===== src/rtl/stage_mem_sized.sv =====
// Pipeline memory stage: byte/halfword/word loads and stores with lane steering,
// sign/zero extension, misalignment exceptions and an MMU-busy timeout.
module stage_mem_sized #(
    parameter int REGADDR_WIDTH = 5,
    parameter int TIMEOUT       = 255
) (
    input  logic                     clk,
    input  logic                     rst,
    input  logic [REGADDR_WIDTH-1:0] ex_reg_addr,
    input  logic [31:0]              ex_alu_result,
    input  logic [3:0]               ex_mem_op,
    input  logic [31:0]              ex_mem_addr,
    input  logic [31:0]              ex_mem_data,
    output logic [REGADDR_WIDTH-1:0] wb_reg_addr,
    output logic [31:0]              wb_reg_data,
    output logic                     set_stall,
    output logic                     exc_valid,
    output logic [1:0]               exc_code,
    output logic [31:0]              exc_badaddr,
    output logic [31:0]              mmu_addr,
    input  logic [31:0]              mmu_data_in,
    output logic [31:0]              mmu_data_out,
    output logic [1:0]               mmu_opt,
    output logic [3:0]               mmu_be,
    input  logic                     mmu_busy
);

    localparam logic [3:0] OP_LW  = 4'd1;
    localparam logic [3:0] OP_LH  = 4'd2;
    localparam logic [3:0] OP_LHU = 4'd3;
    localparam logic [3:0] OP_LB  = 4'd4;
    localparam logic [3:0] OP_LBU = 4'd5;
    localparam logic [3:0] OP_SW  = 4'd6;
    localparam logic [3:0] OP_SH  = 4'd7;
    localparam logic [3:0] OP_SB  = 4'd8;

    localparam logic [1:0] OPT_NONE  = 2'd0;
    localparam logic [1:0] OPT_READ  = 2'd1;
    localparam logic [1:0] OPT_WRITE = 2'd2;

    localparam logic [1:0] EXC_LOAD    = 2'd1;
    localparam logic [1:0] EXC_STORE   = 2'd2;
    localparam logic [1:0] EXC_TIMEOUT = 2'd3;

    localparam logic [15:0] CNT_LAST = 16'(TIMEOUT - 1);

    typedef enum logic [1:0] {
        READY       = 2'd0,
        WAIT_UNBUSY = 2'd1,
        SLEEP       = 2'd2
    } state_t;

    state_t                   state_q, state_d;
    logic [15:0]              cnt_q, cnt_d;
    logic [3:0]               op_q, op_d;
    logic [31:0]              addr_q, addr_d;
    logic [REGADDR_WIDTH-1:0] dest_q, dest_d;

    logic [REGADDR_WIDTH-1:0] wb_reg_addr_d;
    logic [31:0]              wb_reg_data_d;
    logic                     exc_valid_d;
    logic [1:0]               exc_code_d;
    logic [31:0]              exc_badaddr_d;
    logic [31:0]              mmu_addr_d;
    logic [31:0]              mmu_data_out_d;
    logic [1:0]               mmu_opt_d;
    logic [3:0]               mmu_be_d;

    logic        ex_is_load, ex_is_store, ex_misaligned;
    logic [31:0] st_data;
    logic [3:0]  st_be;
    logic        op_q_is_load;
    logic [7:0]  ld_byte;
    logic [15:0] ld_half;
    logic [31:0] ld_value;

    assign set_stall = (state_q != READY);

    // Decode and store steering for the op presented by EX.
    always_comb begin
        ex_is_load    = (ex_mem_op >= OP_LW) && (ex_mem_op <= OP_LBU);
        ex_is_store   = (ex_mem_op >= OP_SW) && (ex_mem_op <= OP_SB);
        ex_misaligned = 1'b0;
        st_data       = ex_mem_data;
        st_be         = 4'b1111;
        case (ex_mem_op)
            OP_LW, OP_SW:         ex_misaligned = |ex_mem_addr[1:0];
            OP_LH, OP_LHU, OP_SH: ex_misaligned = ex_mem_addr[0];
            default:              ex_misaligned = 1'b0;
        endcase
        case (ex_mem_op)
            OP_SH: begin
                st_data = {2{ex_mem_data[15:0]}};
                st_be   = 4'b0011 << ex_mem_addr[1:0];
            end
            OP_SB: begin
                st_data = {4{ex_mem_data[7:0]}};
                st_be   = 4'b0001 << ex_mem_addr[1:0];
            end
            default: begin
                st_data = ex_mem_data;
                st_be   = 4'b1111;
            end
        endcase
    end

    // Lane extraction for the load in flight, using the latched low address bits.
    always_comb begin
        op_q_is_load = (op_q >= OP_LW) && (op_q <= OP_LBU);
        ld_byte      = mmu_data_in[{addr_q[1:0], 3'b000} +: 8];
        ld_half      = mmu_data_in[{addr_q[1], 4'b0000} +: 16];
        case (op_q)
            OP_LH:   ld_value = {{16{ld_half[15]}}, ld_half};
            OP_LHU:  ld_value = {16'd0, ld_half};
            OP_LB:   ld_value = {{24{ld_byte[7]}}, ld_byte};
            OP_LBU:  ld_value = {24'd0, ld_byte};
            default: ld_value = mmu_data_in;
        endcase
    end

    always_comb begin
        state_d        = state_q;
        cnt_d          = cnt_q;
        op_d           = op_q;
        addr_d         = addr_q;
        dest_d         = dest_q;
        wb_reg_addr_d  = wb_reg_addr;
        wb_reg_data_d  = wb_reg_data;
        exc_valid_d    = 1'b0;
        exc_code_d     = exc_code;
        exc_badaddr_d  = exc_badaddr;
        mmu_addr_d     = mmu_addr;
        mmu_data_out_d = mmu_data_out;
        mmu_opt_d      = OPT_NONE;
        mmu_be_d       = mmu_be;
        case (state_q)
            READY: begin
                if (!ex_is_load && !ex_is_store) begin
                    wb_reg_addr_d = ex_reg_addr;
                    wb_reg_data_d = ex_alu_result;
                end else if (ex_misaligned) begin
                    wb_reg_addr_d = '0;
                    exc_valid_d   = 1'b1;
                    exc_code_d    = ex_is_load ? EXC_LOAD : EXC_STORE;
                    exc_badaddr_d = ex_mem_addr;
                end else begin
                    mmu_opt_d     = ex_is_load ? OPT_READ : OPT_WRITE;
                    mmu_addr_d    = {ex_mem_addr[31:2], 2'b00};
                    mmu_be_d      = ex_is_load ? 4'b1111 : st_be;
                    if (ex_is_store) mmu_data_out_d = st_data;
                    wb_reg_addr_d = '0;
                    dest_d        = ex_reg_addr;
                    op_d          = ex_mem_op;
                    addr_d        = ex_mem_addr;
                    cnt_d         = '0;
                    state_d       = WAIT_UNBUSY;
                end
            end
            WAIT_UNBUSY: begin
                if (!mmu_busy) begin
                    if (op_q_is_load) begin
                        wb_reg_data_d = ld_value;
                        wb_reg_addr_d = dest_q;
                    end
                    state_d = SLEEP;
                end else if (cnt_q == CNT_LAST) begin
                    // MMU never answered: give up with a bus error rather than hang.
                    exc_valid_d   = 1'b1;
                    exc_code_d    = EXC_TIMEOUT;
                    exc_badaddr_d = addr_q;
                    wb_reg_addr_d = '0;
                    state_d       = SLEEP;
                end else begin
                    cnt_d = cnt_q + 16'd1;
                end
            end
            SLEEP:   state_d = READY;
            default: state_d = READY;
        endcase
    end

    always_ff @(negedge clk) begin
        if (rst) begin
            state_q      <= READY;
            cnt_q        <= '0;
            op_q         <= '0;
            addr_q       <= '0;
            dest_q       <= '0;
            wb_reg_addr  <= '0;
            wb_reg_data  <= '0;
            exc_valid    <= 1'b0;
            exc_code     <= '0;
            exc_badaddr  <= '0;
            mmu_addr     <= '0;
            mmu_data_out <= '0;
            mmu_opt      <= OPT_NONE;
            mmu_be       <= '0;
        end else begin
            state_q      <= state_d;
            cnt_q        <= cnt_d;
            op_q         <= op_d;
            addr_q       <= addr_d;
            dest_q       <= dest_d;
            wb_reg_addr  <= wb_reg_addr_d;
            wb_reg_data  <= wb_reg_data_d;
            exc_valid    <= exc_valid_d;
            exc_code     <= exc_code_d;
            exc_badaddr  <= exc_badaddr_d;
            mmu_addr     <= mmu_addr_d;
            mmu_data_out <= mmu_data_out_d;
            mmu_opt      <= mmu_opt_d;
            mmu_be       <= mmu_be_d;
        end
    end

endmodule


===== config.mk =====
export PLATFORM = sky130hd
export DESIGN_NAME = stage_mem_sized
export DESIGN_NICKNAME = d
export VERILOG_FILES = /design/src/rtl/stage_mem_sized.sv
export SDC_FILE = /design/constraint.sdc
export NUM_CORES = 1
export LEC_CHECK = 0
export BUFFER_PORTS_ARGS = -buffer_cell sky130_fd_sc_hd__buf_2
export CAP_MARGIN = 20
export CORE_MARGIN = 4
export CORE_UTILIZATION = 50
export DETAILED_ROUTE_END_ITERATION = 12
export PLACE_DENSITY = 0.75
export SLEW_MARGIN = 20
export SYNTH_ARGS = -nofsm -noshare
export SYNTH_HDL_FRONTEND = slang
export SYNTH_SLANG_ARGS = --single-unit
export TNS_END_PERCENT = 30

===== constraint.sdc =====
create_clock -name clk -period 5.4 [get_ports clk]
set_input_delay 0.27 -clock clk [delete_from_list [all_inputs] [get_ports clk]]
set_output_delay 0.27 -clock clk [all_outputs]
set_load 0.05 [all_outputs]

Word-level counts from Yosys, hierarchy flattened
Index checks and enable logic that the tools add are counted.
{"block": "totals", "in_bits": 140, "word_cells": 111, "regBits": 199}
{"block": "op_classes", "n_mux": 40, "addsub": 1, "shift": 4, "bitwise": 3, "n_reduce_logical": 20, "order_cmp": 6, "n_eq_ne": 23}
{"op": "$mux W32", "count": 7}
{"op": "$pmux W32 S2", "count": 3}
{"op": "$pmux W32 S4", "count": 1}
{"op": "$mux W16", "count": 4}
{"op": "$pmux W16 S2", "count": 1}
{"op": "$shiftx A32 B6 Y16", "count": 1}
{"op": "$shiftx A32 B6 Y8", "count": 1}
{"op": "$mux W5", "count": 4}
{"op": "$mux W2", "count": 9}
{"op": "$ne A2 B2 Y1 const B", "count": 9}
{"op": "$add A16 B1 Y16 const B", "count": 1}
{"op": "$eq A16 B8 Y1 const B", "count": 1}
{"op": "$eq A4 B2 Y1 const B", "count": 4}
{"op": "$eq A4 B3 Y1 const B", "count": 4}
{"op": "$pmux W5 S2", "count": 1}
{"op": "$reduce_and A5 Y1", "count": 2}
{"op": "$reduce_and A3 Y1", "count": 3}
{"op": "$ge A4 B1 Y1 const B", "count": 2}
{"op": "$le A4 B3 Y1 const B", "count": 2}
{"op": "$pmux W2 S2", "count": 2}
{"op": "$pmux W4 S2", "count": 1}
{"op": "$reduce_and A4 Y1", "count": 2}
{"op": "$ne A3 B3 Y1 const B", "count": 2}
{"op": "$eq A4 B1 Y1 const B", "count": 1}
{"op": "17 further kinds", "count": 29}

Depth between registers and ports, before layout
{"block": "logic_depth", "depth_word": 6, "ltp_mapped": 8, "mapped_depth_nobuf": 7}

==> impl_metrics.env <==
export IMPL_route_detailed_drc=0
export IMPL_routed_wl_mm=27.6
export IMPL_synth_edf_count=0
export IMPL_vias=9079
export IMPL_via_per_inst=5.63
export IMPL_ys_ff_latch=169
export IMPL_synth_top_area_share_pct=40.4
export IMPL_setup_tns_ns=0
export IMPL_h_tree_depth=4
export IMPL_synth_cell_types=63
export IMPL_grt_overflow_total=0
export IMPL_synthFlopType="dfxtp_1"
export IMPL_regArea_um2=3380
export IMPL_dr_pass1_iters=6
export IMPL_tightest_slew_ns=1.10
export IMPL_grt_max_degree=72
export IMPL_synth_area_um2=8360
export IMPL_start_util_pct=50.8
export IMPL_postSynth_asyncResetShare_pct=0
export IMPL_syn_avg_cell_area_um2=8.26
export IMPL_cts_buffer_depth=2
export IMPL_critPathKind="flip-flop to output port"
export IMPL_r2r_start="op_q[3]"
export IMPL_antenna_found_initial=2
export IMPL_r2r_end="wb_reg_data[0]"
export IMPL_yosysWarnings=0
export IMPL_gp_congestion=0.878
export IMPL_cts_hold_buffers=0
export IMPL_synthCells=1013
export IMPL_crit_family="buffers and inverters"
export IMPL_whs_ns=0.444
export IMPL_worstSetupStartpointType="flip-flop"
export IMPL_fin_skew_ns=0.0234
export IMPL_die_h_um=137
export IMPL_critPathMaxFanout=8
export IMPL_drtIter0Drc=645
export IMPL_track_usage_pct=28.6
export IMPL_slowest_stage="dfxtp_1"
export IMPL_coreArea_um2=16500
export IMPL_clkTransAtPathRegs_ns=0.04
export IMPL_critical_path_buf_inv_count=2
export IMPL_finalWorstSetupSlack_ns=0.696
export IMPL_slew_headroom_pct=25.5
export IMPL_hpwl_mm=18.0
export IMPL_fp_dieArea_um2=18900
export IMPL_crit_path_end_kind="output port"
export IMPL_finalSetupViolations=0
export IMPL_grt_pass1_vias=9149
export IMPL_clkLatencyLatePin_ns=0.47
export IMPL_root_buffer="clkbuf_16"
export IMPL_cts_num_sinks=169
export IMPL_crit_end="set_stall"
export IMPL_row_count=47
export IMPL_maxCapViolCount=0
export IMPL_io_pins=283
export IMPL_status="finished, final reports clean"
export IMPL_startpoint="state_q[1]"
export IMPL_ys_top_cells_by_area="dfxtp_1 (40%), nand2_1 (8.2%), a21oi_1 (6.1%)"
export IMPL_cts_inserted_buffers=17
export IMPL_ctsResizeCount=0
export IMPL_cp_arrival_ns=4.43
export IMPL_antennaDiodeCount=0
export IMPL_p_per_area_nw_per_um2=381
export IMPL_fill_cells=1449
export IMPL_die_x_um=137
export IMPL_grt_pass1_wl_mm=43.4
export IMPL_drive_gt1_share_pct=25.4
export IMPL_ir_worst_vdd_v=0.000292
export IMPL_hold_viol=0
export IMPL_cts_tree="yes"
export IMPL_io_buffers=280
export IMPL_crit_path_max_incr_delay_ns=0.54
export IMPL_area_growth_pct=29.0
export IMPL_dp_slack_ns=0.524
export IMPL_r2r_slack_ns=3.07
export IMPL_rsz0062_at_grt="no"
export IMPL_multi_input_area_um2=4320
export IMPL_nets=1523
export IMPL_postCtsSetupBuffers=0
export IMPL_synth_most_common_cell="nand2_1"
export IMPL_synthTopCellsByCount="nand2_1 (182), dfxtp_1 (169), a21oi_1 (102)"
export IMPL_leakage_nw=5.37
export IMPL_r2r_cells=5
export IMPL_drv_slew=0
export IMPL_ys_seq_area_share_pct=40.4
export IMPL_yosys_area_top_type="dfxtp_1"
export IMPL_ant_nets=0
export IMPL_crit_chain="nor2_1, inv_1, buf_2"
export IMPL_required_ns=5.13
export IMPL_path_depth=3
export IMPL_min_path_type="flip-flop to flip-flop"
export IMPL_wl_per_cell_um=17.1
## tightest hold or removal path: cells and delay by family, from the launching register on
family / cells / cell delay [ns]
AND/OR/NAND/NOR: 1 / 0.05
flip-flops: 1 / 0.30
AO/OA/AOI/OAI: 1 / 0.05
## cell type report
type,instances,area share [%]
Inverter,9,0.313
Sequential cell,169,31.4
Timing Repair Buffer,301,14.7
Multi-Input combinational cell,714,40.1
Clock buffer,17,3.94
Clock inverter,183,7.06
Tap cell,220,2.55
## kinds of logic (layout without fill, tap and decap cells)
kind of cell | after synthesis | after routing | share of synthesized area [%]
adder cells (fa/ha/maj) | 2 | 2 | 0.299
AO/OA/AOI/OAI | 322 | 322 | 26.2
AND/OR/NAND/NOR | 350 | 350 | 19.8
XOR/XNOR | 3 | 3 | 0.314
multiplexers | 35 | 35 | 4.35
flip-flops | 169 | 169 | 40.4
other | 1 | 2 | 0.0448
buffers and inverters | 131 | 510 | 8.56
## cells in the final DEF (no fill, tap or decap), drive strengths merged, types with 5 or more instances in the layout
cell	count
a21boi	9
a22o	26
nor3	17
o31ai	34
buf	301
nand2	182
o21ai	50
clkinv	6
mux2i	33
dfxtp	169
or3	46
inv	182
a311oi	21
a32oi	5
o21a	25
a211oi	19
nand3	20
nand4	11
a2111oi	7
clkbuf	17
a22oi	8
nor2	48
a21oi	102
## per-layer routing
layer	track usage [%]	vias to the layer above	part of all wire (%)
li1	-	4356	-
met1	33.2	4198	39
met2	44.9	446	48
met3	11.8	75	9.6
met4	15.6	4	3.1
met5	0	-	0.098
## metrics by stage
stage / instances / power (W) / instance area [µm²] / util, %
after floorplan: 1014 / 0.00238 / 8370 / -
after global placement: 1414 / 0.00262 / 9610 / 58.3
after detailed placement: 1414 / 0.00263 / 9610 / 58.3
after CTS: 1613 / 0.00415 / 10800 / 65.5
after global routing: 1613 / 0.00439 / 10800 / 65.5
final: 1613 / 0.00411 / 10800 / 65.5
## power breakdown
group / switching (W) / internal (W)
combinational: 0.000729 / 0.000268
sequential: 0.0000713 / 0.00137
clock: 0.000877 / 0.000802
total: 0.00168 / 0.00244
## flip-flops by register name (all words and copies together) (netlist names)
name          cells
addr_q           32
exc_badaddr      32
mmu_data_out     32
wb_reg_data      32
cnt_q            16
dest_q            5
wb_reg_addr       5
mmu_be            4
op_q              4
exc_code          2
mmu_opt           2
state_q           2
exc_valid         1
## worst min-delay path by stage
| stage | start | end | slack, ns | cells past startpoint |
|---|---|---|---|---|
| finish | wb_reg_data[4] | wb_reg_data[4] | 0.44 | 2 |
| global route | wb_reg_data[4] | wb_reg_data[4] | 0.48 | 2 |
| CTS | wb_reg_data[4] | wb_reg_data[4] | 0.45 | 2 |
| detailed placement | wb_reg_data[5] | wb_reg_data[5] | 0.44 | 2 |
| global placement | wb_reg_data[4] | wb_reg_data[4] | 0.43 | 2 |
| floorplan | dest_q[0] | dest_q[0] | 0.44 | 2 |
Note: power is estimated with default switching activity, not from simulation.
